### src/rtl/mips_pkg.sv
// Shared encodings for the multicycle MIPS control path: opcodes, ALUOp codes,
// FSM states, opcode classes and datapath mux select codes.
package mips_pkg;

   localparam int ALUOP_WIDTH = 3;

   localparam logic [5:0] OP_RTYPE = 6'b000000;
   localparam logic [5:0] OP_ADDI  = 6'b001000;
   localparam logic [5:0] OP_SLTI  = 6'b001010;
   localparam logic [5:0] OP_ANDI  = 6'b001100;
   localparam logic [5:0] OP_ORI   = 6'b001101;
   localparam logic [5:0] OP_XORI  = 6'b001110;
   localparam logic [5:0] OP_LW    = 6'b100011;
   localparam logic [5:0] OP_SW    = 6'b101011;
   localparam logic [5:0] OP_BEQ   = 6'b000100;
   localparam logic [5:0] OP_BNE   = 6'b000101;
   localparam logic [5:0] OP_J     = 6'b000010;

   localparam logic [ALUOP_WIDTH-1:0] ALU_ADD   = 3'b000;
   localparam logic [ALUOP_WIDTH-1:0] ALU_SUB   = 3'b001;
   localparam logic [ALUOP_WIDTH-1:0] ALU_FUNCT = 3'b010;
   localparam logic [ALUOP_WIDTH-1:0] ALU_SLT   = 3'b011;
   localparam logic [ALUOP_WIDTH-1:0] ALU_AND   = 3'b100;
   localparam logic [ALUOP_WIDTH-1:0] ALU_OR    = 3'b101;
   localparam logic [ALUOP_WIDTH-1:0] ALU_XOR   = 3'b110;

   localparam logic [1:0] BR_NONE = 2'b00;
   localparam logic [1:0] BR_BEQ  = 2'b01;
   localparam logic [1:0] BR_BNE  = 2'b10;

   localparam logic [1:0] PCSRC_ALU    = 2'b00;
   localparam logic [1:0] PCSRC_ALUOUT = 2'b01;
   localparam logic [1:0] PCSRC_JUMP   = 2'b10;

   localparam logic [1:0] SRCB_RT      = 2'b00;
   localparam logic [1:0] SRCB_FOUR    = 2'b01;
   localparam logic [1:0] SRCB_IMM     = 2'b10;
   localparam logic [1:0] SRCB_IMM_SH2 = 2'b11;

   typedef enum logic [3:0] {
      S_FETCH     = 4'd0,
      S_DECODE    = 4'd1,
      S_MEM_ADDR  = 4'd2,
      S_MEM_READ  = 4'd3,
      S_MEM_WB    = 4'd4,
      S_MEM_WRITE = 4'd5,
      S_EXEC_R    = 4'd6,
      S_EXEC_I    = 4'd7,
      S_ALU_WB    = 4'd8,
      S_BRANCH    = 4'd9,
      S_JUMP      = 4'd10
   } state_t;

   typedef enum logic [2:0] {
      CLS_R       = 3'd0,
      CLS_I       = 3'd1,
      CLS_LW      = 3'd2,
      CLS_SW      = 3'd3,
      CLS_BEQ     = 3'd4,
      CLS_BNE     = 3'd5,
      CLS_J       = 3'd6,
      CLS_ILLEGAL = 3'd7
   } opclass_t;

   // States that stall on the memory handshake and are guarded by the watchdog.
   function automatic logic isMemWait(input state_t s);
      return (s == S_FETCH) || (s == S_MEM_READ) || (s == S_MEM_WRITE);
   endfunction

endpackage

### src/rtl/opcode_class_decode.sv
// Maps the instruction opcode to its execution class, the ALUOp used by
// I-type arithmetic, and a legality flag.
module opcode_class_decode
   import mips_pkg::*;
#(
   parameter bit JUMP_EN = 1'b1
) (
   input  logic [5:0]             i_opcode,
   output opclass_t               o_class,
   output logic [ALUOP_WIDTH-1:0] o_iAluOp,
   output logic                   o_legal
);

   always_comb begin
      o_class  = CLS_ILLEGAL;
      o_iAluOp = ALU_ADD;
      o_legal  = 1'b1;
      case (i_opcode)
         OP_RTYPE: o_class = CLS_R;
         OP_ADDI:  begin o_class = CLS_I; o_iAluOp = ALU_ADD; end
         OP_SLTI:  begin o_class = CLS_I; o_iAluOp = ALU_SLT; end
         OP_ANDI:  begin o_class = CLS_I; o_iAluOp = ALU_AND; end
         OP_ORI:   begin o_class = CLS_I; o_iAluOp = ALU_OR;  end
         OP_XORI:  begin o_class = CLS_I; o_iAluOp = ALU_XOR; end
         OP_LW:    o_class = CLS_LW;
         OP_SW:    o_class = CLS_SW;
         OP_BEQ:   o_class = CLS_BEQ;
         OP_BNE:   o_class = CLS_BNE;
         OP_J: begin
            if (JUMP_EN) o_class = CLS_J;
            else         o_legal = 1'b0;
         end
         default:  o_legal = 1'b0;
      endcase
   end

endmodule

### src/rtl/mc_control.sv
// Multicycle MIPS main control: a Moore FSM sequencing fetch/decode/execute/
// memory/write-back, with a watchdog on every memory handshake wait.
module mc_control
   import mips_pkg::*;
#(
   parameter int ALUOP_W = 3,
   parameter int TIMEOUT = 16,
   parameter bit JUMP_EN = 1'b1
) (
   input  logic               clk,
   input  logic               rst_n,
   input  logic [5:0]         opcode,
   input  logic               mem_ready,
   output logic               PCWrite,
   output logic               PCWriteCond,
   output logic               IorD,
   output logic               MemRead,
   output logic               MemWrite,
   output logic               IRWrite,
   output logic               MemtoReg,
   output logic               ALUSrcA,
   output logic               RegWrite,
   output logic               RegDst,
   output logic [1:0]         BranchOp,
   output logic [1:0]         ALUSrcB,
   output logic [1:0]         PCSource,
   output logic [ALUOP_W-1:0] ALUOp,
   output logic               illegal_op,
   output logic               mem_err,
   output logic [3:0]         state
);

   localparam int CNT_W = (TIMEOUT < 2) ? 1 : $clog2(TIMEOUT + 1);

   state_t                 r_state;
   opclass_t               r_class;
   logic [ALUOP_WIDTH-1:0] r_iAluOp;
   logic [CNT_W-1:0]       r_count;

   opclass_t               w_class;
   logic [ALUOP_WIDTH-1:0] w_iAluOp;
   logic                   w_legal;
   logic                   w_waitState;
   logic                   w_expire;
   logic                   w_leave;
   logic [ALUOP_WIDTH-1:0] w_aluOp;

   opcode_class_decode #(.JUMP_EN(JUMP_EN)) u_decode (
      .i_opcode (opcode),
      .o_class  (w_class),
      .o_iAluOp (w_iAluOp),
      .o_legal  (w_legal)
   );

   assign w_waitState = isMemWait(r_state);
   assign w_expire    = (TIMEOUT != 0) && w_waitState && !mem_ready &&
                        (r_count == CNT_W'(TIMEOUT - 1));
   // Every state change restarts the wait count, so each wait state starts from zero.
   assign w_leave     = !w_waitState || mem_ready || w_expire;

   always_ff @(posedge clk or negedge rst_n) begin
      if (!rst_n) begin
         r_state  <= S_FETCH;
         r_class  <= CLS_R;
         r_iAluOp <= ALU_ADD;
         r_count  <= '0;
      end else begin
         r_count <= w_leave ? '0 : r_count + CNT_W'(1);
         case (r_state)
            S_FETCH: if (mem_ready) r_state <= S_DECODE;
            S_DECODE: begin
               r_class  <= w_class;
               r_iAluOp <= w_iAluOp;
               case (w_class)
                  CLS_R:           r_state <= S_EXEC_R;
                  CLS_I:           r_state <= S_EXEC_I;
                  CLS_LW, CLS_SW:  r_state <= S_MEM_ADDR;
                  CLS_BEQ, CLS_BNE: r_state <= S_BRANCH;
                  CLS_J:           r_state <= S_JUMP;
                  default:         r_state <= S_FETCH;
               endcase
            end
            S_EXEC_R, S_EXEC_I: r_state <= S_ALU_WB;
            S_MEM_ADDR: r_state <= (r_class == CLS_LW) ? S_MEM_READ : S_MEM_WRITE;
            S_MEM_READ: begin
               if (mem_ready)     r_state <= S_MEM_WB;
               else if (w_expire) r_state <= S_FETCH;
            end
            S_MEM_WRITE: if (mem_ready || w_expire) r_state <= S_FETCH;
            default: r_state <= S_FETCH;
         endcase
      end
   end

   // IRWrite/PCWrite in FETCH are the only outputs qualified by mem_ready.
   always_comb begin
      PCWrite     = 1'b0;
      PCWriteCond = 1'b0;
      IorD        = 1'b0;
      MemRead     = 1'b0;
      MemWrite    = 1'b0;
      IRWrite     = 1'b0;
      MemtoReg    = 1'b0;
      ALUSrcA     = 1'b0;
      RegWrite    = 1'b0;
      RegDst      = 1'b0;
      BranchOp    = BR_NONE;
      ALUSrcB     = SRCB_RT;
      PCSource    = PCSRC_ALU;
      w_aluOp     = ALU_ADD;
      illegal_op  = 1'b0;
      case (r_state)
         S_FETCH: begin
            MemRead = 1'b1;
            ALUSrcB = SRCB_FOUR;
            IRWrite = mem_ready;
            PCWrite = mem_ready;
         end
         S_DECODE: begin
            ALUSrcB    = SRCB_IMM_SH2;
            illegal_op = !w_legal;
         end
         S_EXEC_R: begin
            ALUSrcA = 1'b1;
            w_aluOp = ALU_FUNCT;
         end
         S_EXEC_I: begin
            ALUSrcA = 1'b1;
            ALUSrcB = SRCB_IMM;
            w_aluOp = r_iAluOp;
         end
         S_ALU_WB: begin
            RegWrite = 1'b1;
            RegDst   = (r_class == CLS_R);
         end
         S_MEM_ADDR: begin
            ALUSrcA = 1'b1;
            ALUSrcB = SRCB_IMM;
         end
         S_MEM_READ: begin
            MemRead = 1'b1;
            IorD    = 1'b1;
         end
         S_MEM_WB: begin
            RegWrite = 1'b1;
            MemtoReg = 1'b1;
         end
         S_MEM_WRITE: begin
            MemWrite = 1'b1;
            IorD     = 1'b1;
         end
         S_BRANCH: begin
            ALUSrcA     = 1'b1;
            w_aluOp     = ALU_SUB;
            PCWriteCond = 1'b1;
            PCSource    = PCSRC_ALUOUT;
            BranchOp    = (r_class == CLS_BNE) ? BR_BNE : BR_BEQ;
         end
         S_JUMP: begin
            PCWrite  = 1'b1;
            PCSource = PCSRC_JUMP;
         end
         default: ;
      endcase
   end

   assign ALUOp   = ALUOP_W'(w_aluOp);
   assign mem_err = w_expire;
   assign state   = r_state;

endmodule

### config.mk
export PLATFORM = sky130hd
export DESIGN_NAME = mc_control
export DESIGN_NICKNAME = d
export VERILOG_FILES = /design/src/rtl/mips_pkg.sv /design/src/rtl/opcode_class_decode.sv /design/src/rtl/mc_control.sv
export SDC_FILE = /design/constraint.sdc
export NUM_CORES = 1
export LEC_CHECK = 0
export ABC_CLOCK_PERIOD_IN_PS = 1800
export CORE_MARGIN = 2
export CORE_UTILIZATION = 30
export CTS_CLUSTER_DIAMETER = 60
export DETAILED_ROUTE_END_ITERATION = 10
export GPL_ROUTABILITY_DRIVEN = 1
export SYNTH_ARGS = -nofsm -noshare
export SYNTH_HDL_FRONTEND = slang
export SYNTH_HIERARCHICAL = 1
export SYNTH_SLANG_ARGS = --single-unit
export TNS_END_PERCENT = 100
### constraint.sdc
create_clock -name clk -period 1.8 [get_ports clk]
set_input_delay 0.27 -clock clk [delete_from_list [all_inputs] [get_ports clk]]
set_output_delay 0.27 -clock clk [all_outputs]
set_load 0.01 [all_outputs]
==> results of run 1 <==
where the power goes:
| part | leakage, nW | switching, mW | internal [mW] |
|---|---|---|---|
| registers | 0.191 | 0.0800 | 0.426 |
| clock network | 0.0228 | 0.110 | 0.156 |
| logic | 0.768 | 0.890 | 0.956 |
| total | 0.982 | 1.08 | 1.54 |
cell usage after synthesis (2+ instances only):
| library cell | n |
|---|---|
| sky130_fd_sc_hd__and3_1 | 2 |
| sky130_fd_sc_hd__a211oi_1 | 2 |
| sky130_fd_sc_hd__nand3b_1 | 2 |
| sky130_fd_sc_hd__dfrtp_1 | 15 |
| sky130_fd_sc_hd__o311ai_0 | 2 |
| sky130_fd_sc_hd__mux2_2 | 3 |
| sky130_fd_sc_hd__o211ai_1 | 2 |
| sky130_fd_sc_hd__nand2b_1 | 6 |
| sky130_fd_sc_hd__or2_2 | 2 |
| sky130_fd_sc_hd__nand2_1 | 22 |
| sky130_fd_sc_hd__ha_1 | 2 |
| sky130_fd_sc_hd__nor2b_4 | 2 |
| sky130_fd_sc_hd__inv_1 | 10 |
| sky130_fd_sc_hd__nor3b_1 | 3 |
| sky130_fd_sc_hd__clkbuf_1 | 4 |
| sky130_fd_sc_hd__nor2_1 | 21 |
| sky130_fd_sc_hd__nor2b_1 | 2 |
| sky130_fd_sc_hd__o21ai_0 | 7 |
| sky130_fd_sc_hd__a21oi_1 | 8 |
| sky130_fd_sc_hd__nand3_1 | 4 |
| sky130_fd_sc_hd__nor3_1 | 4 |
| sky130_fd_sc_hd__buf_6 | 2 |
| sky130_fd_sc_hd__xnor2_1 | 2 |
final timing paths:
path / from / end / slack (ns)
worst max-delay path: state[1] / mem_err / -0.19
worst min-delay path: rst_n / r_count[3] / 0.34
worst max register to register: r_count[1] / state[2] / -0.11
worst min register to register: r_iAluOp[2] / r_iAluOp[2] / 0.49
max in group asynchronous: rst_n / state[3] / 1.27
min in group clk: r_iAluOp[2] / r_iAluOp[2] / 0.49
per-stage QoR:
stage / hold slack (ns) / std cells
finish: 0.344 / 276
global route: 0.368 / 276
CTS: 0.350 / 271
detailed placement: 0.484 / 262
global placement: 0.463 / 262
floorplan: -0.0256 / 149
timing repair:
action | CTS | global route
buffers inserted | 5 | 5
setup endpoints to repair | 25 | 20
gates resized for setup | 68 | 27
hold endpoints to repair | 0 | 0
pin swaps | 3 | 0
per-layer routing:
metal  GRT usage (%)  share of wire [%]
met3            1.87                5.0
met2            33.7                 52
met4            5.36                2.1
met1            19.9                 41
met5               0                  0
cell families after synthesis:
group           after synthesis
simple gates                 79
compound gates               29
buf+inv                      18
flops                        15
xor+xnor                      3
mux                           3
fa+ha+maj                     2
worst max-delay path: cells and delay by family (launching register included):
kind	cells	cell delay [ns]
flops	1	0.40
simple gates	2	0.42
buf+inv	2	0.31
compound gates	1	0.33
area by class of cell:
type / count / area (sq um)
flip-flops and latches: 15 / 377
fillers: 371 / 1730
repair buffers: 83 / 663
multi-input cells: 116 / 773
well taps: 48 / 60.1
inverters: 10 / 37.5
clock buffers: 4 / 45.0
state kept, by name, summed over array words and instances (netlist names):
name      cells
r_class       3
r_count       5
state         4
r_iAluOp      3
==> reports/summary.log, run 1 <==
[sta] Final Cycle Share 111%
[clocking] buffer levels on the longest clock path 2
[yosys] cell type contributing the most total cell area after synthesis sky130_fd_sc_hd__dfrtp_1
[setup_path] capturing element type of the critical path output pin
[min_path] class of the tightest hold or removal check in -> async
[setup_path] Setup CP Type reg -> out
[global_routing] initial antenna violation count 0
[sta] minimum clock period after layout 1.99 ns
[floorplan] top-level I/O count 34
[setup_path] number of cells on the worst reg-to-reg path 8
[yosys] post-synthesis sequential area ratio 32.5%
[yosys] post-synthesis sequential element count 15
[setup_path] Worst Setup Start Kind register
[route] Post-Route WL 3610 microns
[setup_path] cell-by-cell trace of the critical path buf_6 > nor2b_4 > or3_4 > a2111oi_2 > buf_2
[setup_path] data required time at the worst endpoint 1.53 ns
[yosys] share of Yosys cell area claimed by the top area cell type 32.5%
[final_layout] antenna cell count 0
[sta] RSZ-0062 raised after global routing yes
[final_layout] synthesis-to-layout area growth 69.3%
[placed_design] post-place instance area 1810 sq um
[route] wire length per cell after detailed routing 13.1 microns
[route] total via count in the routed design 1401
[placed_design] pre-CTS WS -0.399 ns
[status] status finished, violations left
[clocking] # clock sinks 15
[pwr] Peak VDD IR 0.398 mV
[pwr] power consumption 2.62 mW
[final_layout] fin nets 240
[final_layout] final design area excluding fillers 1960 sq um
[global_routing] GRT Overall Usage 17.5%
[yosys] fraction of the mapped netlist area in compound gates 16.9%
[floorplan] starting density of the core 31.3%
[global_routing] GR Overflow Total 0
[floorplan] overall die area 4360 sq um
[sta] top achievable clock speed 503 MHz
[sta] max_slew headroom 73.7%
[floorplan] area inside the core boundary 3690 sq um
[clocking] root buf cell sky130_fd_sc_hd__clkbuf_8
[final_layout] share of layout cells above drive strength 1 41.2%
[final_layout] fin util 53.0%
[yosys] YS warnings 6
[sta] final setup violating endpoints 3
[status] violations in the final reports setup timing
[yosys] Async S/R FF share, synth 100%
[route] via-per-instance ratio 5.08
[yosys] number of synthesized flops with an enable pin 0
[setup_path] highest net fanout along the worst path 3
[sta] transition time of the tightest slew-check pin 0.393 ns
[route] number of violations reported at the end of detailed-routing iteration 0 52
[yosys] net count after synthesis 160
[yosys] adder and majority gate portion of the synthesized area 2.17%
[route] detailed-routing iteration count for the pre-antenna-repair pass 4
[yosys] mean instance size in the synthesized netlist 7.75 sq um
[pwr] Power per Cell Area 1340 nW/um^2
[global_routing] pin count of the biggest net entering global routing 16
[route] DRC viols 0
[yosys] multiplexer share of the synthesized area 2.93%
[setup_path] slowest cell on the critical path sky130_fd_sc_hd__dfrtp_1
[global_routing] vias in the first global route 1351
[final_layout] commonest cells after routing, fill and taps aside sky130_fd_sc_hd__buf_4 (40), sky130_fd_sc_hd__nand2_1 (22), sky130_fd_sc_hd__nor2_1 (19)
[clocking] clock latency at the later pin of the worst-skew pair 0.24 ns
[sta] largest clock skew in the final design 0.00135 ns
[clocking] hold buffer count at CTS 0
[yosys] leading cell types by total area after synthesis sky130_fd_sc_hd__dfrtp_1 (33%), sky130_fd_sc_hd__nand2_1 (7.2%), sky130_fd_sc_hd__nor2_1 (6.8%)
[placed_design] Final GP Congestion 0.878
[sta] hold violation total from the final report 0
[placed_design] number of buffers added on ports 33
[clocking] clock tree from TritonCTS done
[yosys] xor/xnor share of the synthesized area 2.28%
[yosys] flip-flop cell with the highest count after synthesis sky130_fd_sc_hd__dfrtp_1
[sta] summed negative setup slack over all endpoints -0.371 ns
[yosys] post-synthesis cell type count 43
[yosys] netlist area before placement 1150 sq um
[sta] final number of max-transition violations 0
[run] Max Cap Violations 0
[route] antenna-violating nets left 0
[yosys] post-synthesis simple-gate area fraction 35.6%
[clocking] number of CTS-inserted buffers 3
[floorplan] Rows 22
[yosys] cell count after synthesis 149
[floorplan] die height 66.0 microns
[placed_design] DP HPWL 2620 microns
[global_routing] global-route wire length before repair 5900 microns
[final_layout] most common cell after layout, fill and taps aside sky130_fd_sc_hd__buf_4
[clocking] clock input transition at the sequential cells of the worst setup and hold paths 0.06 ns
[yosys] largest family of logic cells by synthesized area simple AND/OR/NAND/NOR gates
[setup_path] crit path DAT 1.72 ns
[pwr] static leakage 0.982 nW
[sta] Setup WS post-layout -0.189 ns
[floorplan] die extent in x 66.0 microns
[setup_path] largest stage delay on the critical path 0.40 ns
[clocking] maximum level of the CTS H-tree 1
(Power assumes the default switching activity.)
==> inputs of run 2 (changes only) <==
ABC_AREA = 1   (was default)
RECOVER_POWER = 100   (was default)
==> run 2 against run 1 <==
Against the previous run:
- the run now ends clean
- via count shrank 11%
- non-clock buffer count shrank 18
- worst hold slack gained 0.14 ns
- clock power grew 3%
- sequential power grew 8.7%
- fmax grew 14%
- register-to-register slack gained 0.25 ns
- sequential share of layout area grew 2.3 points
- largest power group unchanged
- critical path depth shrank 3
- synthesized area shrank 3.7%
- power shrank 18%
==> reports/summary.log, run 2 <==
[pwr] switching power summed over all nets 0.945 mW [was 1.08 mW]
[yosys] most common cell in the netlist sky130_fd_sc_hd__nand2_1 [unchanged]
[yosys] number of synthesized flops with an enable pin 0 [unchanged]
[min_path] cell count of the worst hold path 2
[sta] minimum clock period after layout 1.75 ns [was 1.99 ns]
[run] Max Cap Violations 0 [unchanged]
[yosys] flip-flop cell with the highest count after synthesis sky130_fd_sc_hd__dfrtp_1 [unchanged]
[yosys] mean instance size in the synthesized netlist 6.32 sq um [was 7.75 sq um]
[min_path] Worst Hold Endpoint r_iAluOp[1]
[pwr] share of power burned in the clock network 12.9% [was 10.2%]
[yosys] most common library cells after synthesis sky130_fd_sc_hd__nand2_1 (42), sky130_fd_sc_hd__inv_1 (35), sky130_fd_sc_hd__nor2_1 (29) [was sky130_fd_sc_hd__nand2_1 (22), sky130_fd_sc_hd__nor2_1 (21), sky130_fd_sc_hd__dfrtp_1 (15)]
[clocking] clock tree from TritonCTS done [unchanged]
[clocking] clock input transition at the sequential cells of the worst setup and hold paths 0.07 ns [was 0.06 ns]
[sta] top achievable clock speed 573 MHz [was 503 MHz]
[final_layout] most common cell after layout, fill and taps aside sky130_fd_sc_hd__nand2_1 [was sky130_fd_sc_hd__buf_4]
[clocking] # clock sinks 15 [unchanged]
[final_layout] fin nets 256 [was 240]
[placed_design] number of buffers added on ports 33 [unchanged]
[final_layout] synthesis-to-layout area growth 58.9% [was 69.3%]
[clocking] clock latency at the later pin of the worst-skew pair 0.25 ns [was 0.24 ns]
[pwr] Power per Cell Area 1220 nW/um^2 [was 1340 nW/um^2]
[placed_design] DP HPWL 2340 microns [was 2620 microns]
[sta] final number of max-transition violations 0 [unchanged]
[sta] summed negative setup slack over all endpoints 0 ns [was -0.371 ns]
[global_routing] vias in the first global route 1128 [was 1351]
[yosys] post-synthesis sequential area ratio 33.7% [was 32.5%]
[global_routing] pin count of the biggest net entering global routing 16 [unchanged]
[placed_design] pre-CTS WS -0.410 ns [was -0.399 ns]
[yosys] post-synthesis cell type count 21 [was 43]
[clocking] number of CTS-inserted buffers 3 [unchanged]
[yosys] netlist area before placement 1110 sq um [was 1150 sq um]
[route] via-per-instance ratio 4.26 [was 5.08]
[route] Post-Route WL 2840 microns [was 3610 microns]
[setup_path] crit path DAT 1.48 ns [was 1.72 ns]
[yosys] share of Yosys cell area claimed by the top area cell type 33.7% [was 32.5%]
[pwr] switching part of the total power 43.9% [was 41.2%]
[route] antenna-violating nets left 0 [unchanged]
[setup_path] Setup CP Type reg -> out [unchanged]
[yosys] Async S/R FF share, synth 100% [unchanged]
[global_routing] GRT Overall Usage 14.1% [was 17.5%]
[final_layout] fill count 383 [was 371]
[setup_path] setup slack, reg-to-reg 0.14 ns [was -0.11 ns]
[pwr] total internal power 1.21 mW [was 1.54 mW]
[floorplan] area inside the core boundary 3610 sq um [was 3690 sq um]
[global_routing] global-route wire length before repair 4710 microns [was 5900 microns]
[setup_path] data required time at the worst endpoint 1.53 ns [about the same]
[setup_path] number of cells on the worst reg-to-reg path 9 [was 8]
[final_layout] share of layout cells above drive strength 1 27.5% [was 41.2%]
[setup_path] startpoint of the lowest-slack register-to-register path r_count[0] [was r_count[1]]
[final_layout] commonest cells after routing, fill and taps aside sky130_fd_sc_hd__nand2_1 (39), sky130_fd_sc_hd__inv_1 (34), sky130_fd_sc_hd__buf_4 (25) [was sky130_fd_sc_hd__buf_4 (40), sky130_fd_sc_hd__nand2_1 (22), sky130_fd_sc_hd__nor2_1 (19)]
[sta] transition time of the tightest slew-check pin 0.865 ns [was 0.393 ns]
[floorplan] top-level I/O count 34 [unchanged]
[yosys] leading cell types by total area after synthesis sky130_fd_sc_hd__dfrtp_1 (34%), sky130_fd_sc_hd__nand2_1 (14%), sky130_fd_sc_hd__inv_1 (12%) [was sky130_fd_sc_hd__dfrtp_1 (33%), sky130_fd_sc_hd__nand2_1 (7.2%), sky130_fd_sc_hd__nor2_1 (6.8%)]
[yosys] post-synthesis sequential element count 15 [unchanged]
[global_routing] initial antenna violation count 0 [unchanged]
[global_routing] GR Overflow Total 0 [unchanged]
[sta] Setup WS post-layout 0.0542 ns [was -0.189 ns]
[final_layout] max FFs per register 5 [unchanged]
[pwr] power share of the sequential group 25.6% [was 19.3%]
[final_layout] register with the most flip-flops r_count [unchanged]
[status] status finished clean [was finished, violations left]
[min_path] class of the tightest hold or removal check reg -> reg [was in -> async]
[yosys] net count after synthesis 187 [was 160]
[yosys] cell type contributing the most total cell area after synthesis sky130_fd_sc_hd__dfrtp_1 [unchanged]
[placed_design] Final GP Congestion 0.890 [was 0.878]
[floorplan] overall die area 4210 sq um [was 4360 sq um]
[yosys] YS warnings 6 [unchanged]
[route] DRC viols 0 [unchanged]
[floorplan] die extent in x 64.9 microns [was 66.0 microns]
[setup_path] capturing element type of the critical path output pin [unchanged]
[sta] hold violation total from the final report 0 [unchanged]
[sta] largest clock skew in the final design 0.00772 ns [was 0.00135 ns]
[setup_path] Worst Setup Start Kind register [unchanged]
[floorplan] die height 64.9 microns [was 66.0 microns]
[yosys] cell count after synthesis 176 [was 149]
[route] number of violations reported at the end of detailed-routing iteration 0 26 [was 52]
[setup_path] slowest cell on the critical path sky130_fd_sc_hd__dlygate4sd3_1 [was sky130_fd_sc_hd__dfrtp_1]
[route] total via count in the routed design 1244 [was 1401]
[clocking] root buf cell sky130_fd_sc_hd__clkbuf_8 [unchanged]
[setup_path] reg-to-reg endpoint r_count[2] [was state[2]]
[route] wire length per cell after detailed routing 9.72 microns [was 13.1 microns]
[pwr] static leakage 1.03 nW [was 0.982 nW]
[sta] max_slew headroom 42.3% [was 73.7%]
[setup_path] largest stage delay on the critical path 0.59 ns [was 0.40 ns]
[placed_design] post-place instance area 1710 sq um [was 1810 sq um]
[clocking] maximum level of the CTS H-tree 1 [unchanged]
[route] detailed-routing iteration count for the pre-antenna-repair pass 4 [unchanged]
[pwr] Gate power share 61.6% [was 70.5%]
[pwr] Peak VDD IR 0.425 mV [was 0.398 mV]
[floorplan] starting density of the core 30.8% [was 31.3%]
[sta] RSZ-0062 raised after global routing no [was yes]
[sta] final setup violating endpoints 0 [was 3]
[setup_path] cell-by-cell trace of the critical path buf_4 > dlygate4sd3_1 [was buf_6 > nor2b_4 > or3_4 > a2111oi_2 > buf_2]
[final_layout] final design area excluding fillers 1770 sq um [was 1960 sq um]
[pwr] power consumption 2.15 mW [was 2.62 mW]
[min_path] HP Start r_iAluOp[1]
[sta] Final Cycle Share 97.0% [was 111%]
[setup_path] highest net fanout along the worst path 6 [was 3]
[clocking] hold buffer count at CTS 0 [unchanged]
[clocking] buffer levels on the longest clock path 2 [unchanged]
[floorplan] Rows 22 [unchanged]
[final_layout] antenna cell count 0 [unchanged]
[run 2: worst max-delay path by stage]
| stage | startpoint | end | slack (ns) | cells past startpoint |
|---|---|---|---|---|
| 4_1_cts | state[2] | ALUSrcB[1] | -0.21 | 6 |
| 2_1_floorplan | state[3] | BranchOp[1] | 0.42 | 4 |
| 6_report | state[1] | state[1] | 0.05 | 2 |
| 3_5_place_dp | opcode[0] | illegal_op | -0.41 | 9 |
| 5_1_grt | state[0] | mem_err | 0.008 | 9 |
| 3_3_place_gp | opcode[1] | illegal_op | -0.40 | 9 |
[run 2: metrics by stage]
stage	cells	hold slack [ns]	util, %
6_report	292	0.480	49.0
5_1_grt	292	0.498	49.0
4_1_cts	289	0.333	49.1
3_5_place_dp	284	0.468	47.3
3_3_place_gp	284	0.464	47.3
2_1_floorplan	176	-0.0256	-
[run 2: logic make-up (layout without fill, tap and decap cells)]
| kind of cell | after synthesis | in the layout | share of synthesized area, % |
|---|---|---|---|
| buffers and inverters | 38 | 106 | 13.2 |
| XOR/XNOR | 1 | 1 | 0.788 |
| flip-flops | 15 | 15 | 33.7 |
| adder cells (fa/ha/maj) | 2 | 2 | 2.25 |
| AND/OR/NAND/NOR | 105 | 105 | 42.5 |
| AO/OA/AOI/OAI | 15 | 15 | 7.54 |
[run 2: repair_timing]
item / 4_1_cts / 5_1_grt
setup endpoints to repair: 22 / 14
pin swaps: 1 / 2
resized for setup: 40 / 34
buffers inserted: 1 / 3
[run 2: area by class of cell]
type / instances / area [sq um] / area share (%)
clock buffers: 3 / 41.3 / 2.34
flip-flops and latches: 15 / 380 / 21.5
clock inverters: 1 / 5.00 / 0.283
repair buffers: 65 / 507 / 28.7
multi-input cells: 123 / 636 / 36.0
inverters: 37 / 139 / 7.86
well taps: 48 / 60.1 / 3.40
[run 2: critical path, delay by kind of cell (launching register included)]
kind | cells | cell delay (ns)
flip-flops | 1 | 0.47
buffers and inverters | 2 | 0.75
[run 2: power by group through the flow]
stage / Sequential [mW] / Combinational [mW] / Clock (mW)
2_1_floorplan: 0.533 / 0.645 / 0
6_report: 0.550 / 1.32 / 0.276
5_1_grt: 0.564 / 1.48 / 0.296
3_5_place_dp: 0.526 / 1.41 / 0
4_1_cts: 0.531 / 1.36 / 0.283
3_3_place_gp: 0.522 / 1.39 / 0
[run 2: layer usage]
metal / up-vias / share of wire (%) / GRT usage, %
li1: 683 / - / -
met1: 527 / 48 / 17.2
met2: 28 / 46 / 24.5
met3: 6 / 4.4 / 1.91
met4: 0 / 2.3 / 6.65
met5: - / 0 / 0
==> inputs of run 3 (changes only) <==
ABC_AREA = default   (was 1)
CTS_CLUSTER_DIAMETER = default   (was 60)
==> run 3 against run 2 <==
Against the previous run:
- the flow now finishes with violations (setup timing)
- via count up 13%
- worst hold slack gained 0.010 ns
- sequential power decreased by 8.0%
- setup slack worse by 0.24 ns
- clock skew down 0.0064 ns
- fmax fell by 12%
- first-iteration DRC count is 96% higher
- utilization is 3.9 points higher
- wire length up 27%
- critical path type unchanged
- highest routed layer unchanged
==> reports/summary.log, run 3 (synthesized netlist as in run 1, its figures left out) <==
[floorplan] die extent in x 66.0 microns [was 64.9 microns]
[clocking] clock latency at the later pin of the worst-skew pair 0.24 ns [was 0.25 ns]
[setup_path] data required time at the worst endpoint 1.53 ns [about the same]
[global_routing] vias in the first global route 1351 [was 1128]
[clocking] root buf cell sky130_fd_sc_hd__clkbuf_8 [unchanged]
[final_layout] antenna cell count 0 [unchanged]
[sta] minimum clock period after layout 1.99 ns [was 1.75 ns]
[route] DRC viols 0 [unchanged]
[route] number of violations reported at the end of detailed-routing iteration 0 51 [was 26]
[min_path] class of the tightest hold or removal check reg -> reg [unchanged]
[sta] largest clock skew in the final design 0.00135 ns [was 0.00772 ns]
[clocking] clock tree from TritonCTS done [unchanged]
[clocking] hold buffer count at CTS 0 [unchanged]
[clocking] clock input transition at the sequential cells of the worst setup and hold paths 0.06 ns [was 0.07 ns]
[setup_path] setup slack, reg-to-reg -0.11 ns [was 0.14 ns]
[sta] transition time of the tightest slew-check pin 0.830 ns [was 0.865 ns]
[status] status finished, violations left [was finished clean]
[setup_path] Setup CP Type reg -> out [unchanged]
[final_layout] fill count 371 [was 383]
[placed_design] number of placed instances with taps included 262 [was 284]
[final_layout] most common cell after layout, fill and taps aside sky130_fd_sc_hd__buf_4 [was sky130_fd_sc_hd__nand2_1]
[final_layout] synthesis-to-layout area growth 69.0% [was 58.9%]
[setup_path] Worst Setup Start Kind register [unchanged]
[pwr] static leakage 0.978 nW [was 1.03 nW]
[route] detailed-routing iteration count for the pre-antenna-repair pass 4 [unchanged]
[sta] top achievable clock speed 503 MHz [was 573 MHz]
[global_routing] initial antenna violation count 0 [unchanged]
[route] via-per-instance ratio 5.07 [was 4.26]
[pwr] Peak VDD IR 0.398 mV [was 0.425 mV]
[floorplan] starting density of the core 31.3% [was 30.8%]
[pwr] Power per Cell Area 1340 nW/um^2 [was 1220 nW/um^2]
[global_routing] pin count of the biggest net entering global routing 16 [unchanged]
[sta] final number of max-transition violations 0 [unchanged]
[clocking] number of CTS-inserted buffers 3 [unchanged]
[sta] final setup violating endpoints 3 [was 0]
[route] antenna-violating nets left 0 [unchanged]
[clocking] maximum level of the CTS H-tree 1 [unchanged]
[clocking] buffer levels on the longest clock path 2 [unchanged]
[global_routing] GRT Overall Usage 17.5% [was 14.1%]
[final_layout] max FFs per register 5 [unchanged]
[sta] Setup WS post-layout -0.189 ns [was 0.0542 ns]
[run] Max Cap Violations 0 [unchanged]
[setup_path] largest stage delay on the critical path 0.40 ns [was 0.59 ns]
[placed_design] DP HPWL 2620 microns [was 2340 microns]
[sta] Final Cycle Share 111% [was 97.0%]
[sta] max_slew headroom 44.7% [was 42.3%]
[setup_path] highest net fanout along the worst path 3 [was 6]
[route] wire length per cell after detailed routing 13.1 microns [was 9.72 microns]
[setup_path] capturing element type of the critical path output pin [unchanged]
[setup_path] crit path DAT 1.72 ns [was 1.48 ns]
[setup_path] cell-by-cell trace of the critical path buf_6 > nor2b_4 > or3_4 > a2111oi_2 > buf_2 [was buf_4 > dlygate4sd3_1]
[final_layout] share of layout cells above drive strength 1 40.8% [was 27.5%]
[setup_path] Bufs and invs on worst path 2 [unchanged]
[global_routing] global-route wire length before repair 5900 microns [was 4710 microns]
[pwr] power consumption 2.62 mW [was 2.15 mW]
[global_routing] GR Overflow Total 0 [unchanged]
[sta] RSZ-0062 raised after global routing yes [was no]
[clocking] # clock sinks 15 [unchanged]
[floorplan] overall die area 4360 sq um [was 4210 sq um]
[final_layout] commonest cells after routing, fill and taps aside sky130_fd_sc_hd__buf_4 (39), sky130_fd_sc_hd__nand2_1 (22), sky130_fd_sc_hd__nor2_1 (19) [was sky130_fd_sc_hd__nand2_1 (39), sky130_fd_sc_hd__inv_1 (34), sky130_fd_sc_hd__buf_4 (25)]
[final_layout] fin nets 240 [was 256]
[route] Post-Route WL 3610 microns [was 2840 microns]
[final_layout] fin util 52.9% [was 49.0%]
[route] total via count in the routed design 1400 [was 1244]
[floorplan] die height 66.0 microns [was 64.9 microns]
[placed_design] Final GP Congestion 0.878 [was 0.890]
[floorplan] Rows 22 [unchanged]
[setup_path] slowest cell on the critical path sky130_fd_sc_hd__dfrtp_1 [was sky130_fd_sc_hd__dlygate4sd3_1]
[placed_design] number of buffers added on ports 33 [unchanged]
[final_layout] fin cells 276 [was 292]
[final_layout] register with the most flip-flops r_count [unchanged]
[status] violations in the final reports setup timing
[setup_path] top cell family by delay on the critical path simple AND/OR/NAND/NOR gates [was buffers and inverters]
[floorplan] top-level I/O count 34 [unchanged]
[sta] hold violation total from the final report 0 [unchanged]
[floorplan] area inside the core boundary 3690 sq um [was 3610 sq um]
[run 3: cell count changes in the layout (fill, tap and decap cells not counted), sizes merged, moves of 4 or more]
cell,previous run,this run
inv,37,10
a21oi,1,8
nand3,19,4
nand2b,0,6
nor2,37,21
nand2,44,22
clkbuf,16,11
nor2b,0,4
buf,27,59
dlygate4sd2,14,9
[run 3: what timing repair did]
item | in CTS | in global routing
cloned | 0 | 0
setup buffers | 5 | 5
setup endpoints to repair | 25 | 20
pin swaps | 3 | 0
gates resized for setup | 68 | 27
[run 3: path summary, 6_finish.rpt]
kind                        startpoint           to  cells past startpoint
max                           state[1]      mem_err                      5
min                        r_iAluOp[2]  r_iAluOp[2]                      2
max reg2reg                 r_count[1]     state[2]                      8
min reg2reg                r_iAluOp[2]  r_iAluOp[2]                      2
max in group asynchronous        rst_n     state[3]                      2
min in group asynchronous        rst_n   r_count[2]                      2
[run 3: final cells by class]
cell class	count	area (sq um)	area share, %
clock buffer	4	45.0	2.31
inverter	10	37.5	1.92
tap	48	60.1	3.08
timing repair buffer	83	659	33.8
multi-input combinational	116	773	39.6
sequential	15	377	19.3
[run 3: routing by layer]
metal	up-vias	track usage, %	wire (microns)
li1	676	-	-
met1	667	19.9	1480
met2	49	33.7	1880
met3	8	1.87	179
met4	0	5.36	74
met5	-	0	0
[run 3: power breakdown]
group	switching, mW	leakage [nW]	internal [mW]
registers	0.0800	0.191	0.426
clock network	0.110	0.0228	0.156
logic	0.890	0.764	0.955
total	1.08	0.978	1.54
[run 3: metrics by stage]
step / area, sq um / setup WS [ns] / hold slack [ns] / TNS (ns)
final: 1950 / -0.189 / 0.490 / -0.371
after global routing: 1950 / -0.249 / 0.516 / -0.655
after CTS: 1900 / -0.182 / 0.350 / -0.335
after detailed placement: 1810 / -0.399 / 0.484 / -3.92
after global placement: 1810 / -0.364 / 0.463 / -3.19
after floorplan: 1170 / 0.0153 / -0.0256 / 0
[run 3: worst register-to-register path, stage by stage, from the launching register on]
cell	delay, ns
sky130_fd_sc_hd__dfrtp_1	0.35
sky130_fd_sc_hd__ha_1	0.17
sky130_fd_sc_hd__and3_1	0.16
sky130_fd_sc_hd__ha_1	0.16
sky130_fd_sc_hd__inv_1	0.06
sky130_fd_sc_hd__buf_4	0.12
sky130_fd_sc_hd__and3_1	0.19
sky130_fd_sc_hd__o31ai_4	0.23
sky130_fd_sc_hd__mux2_2	0.36
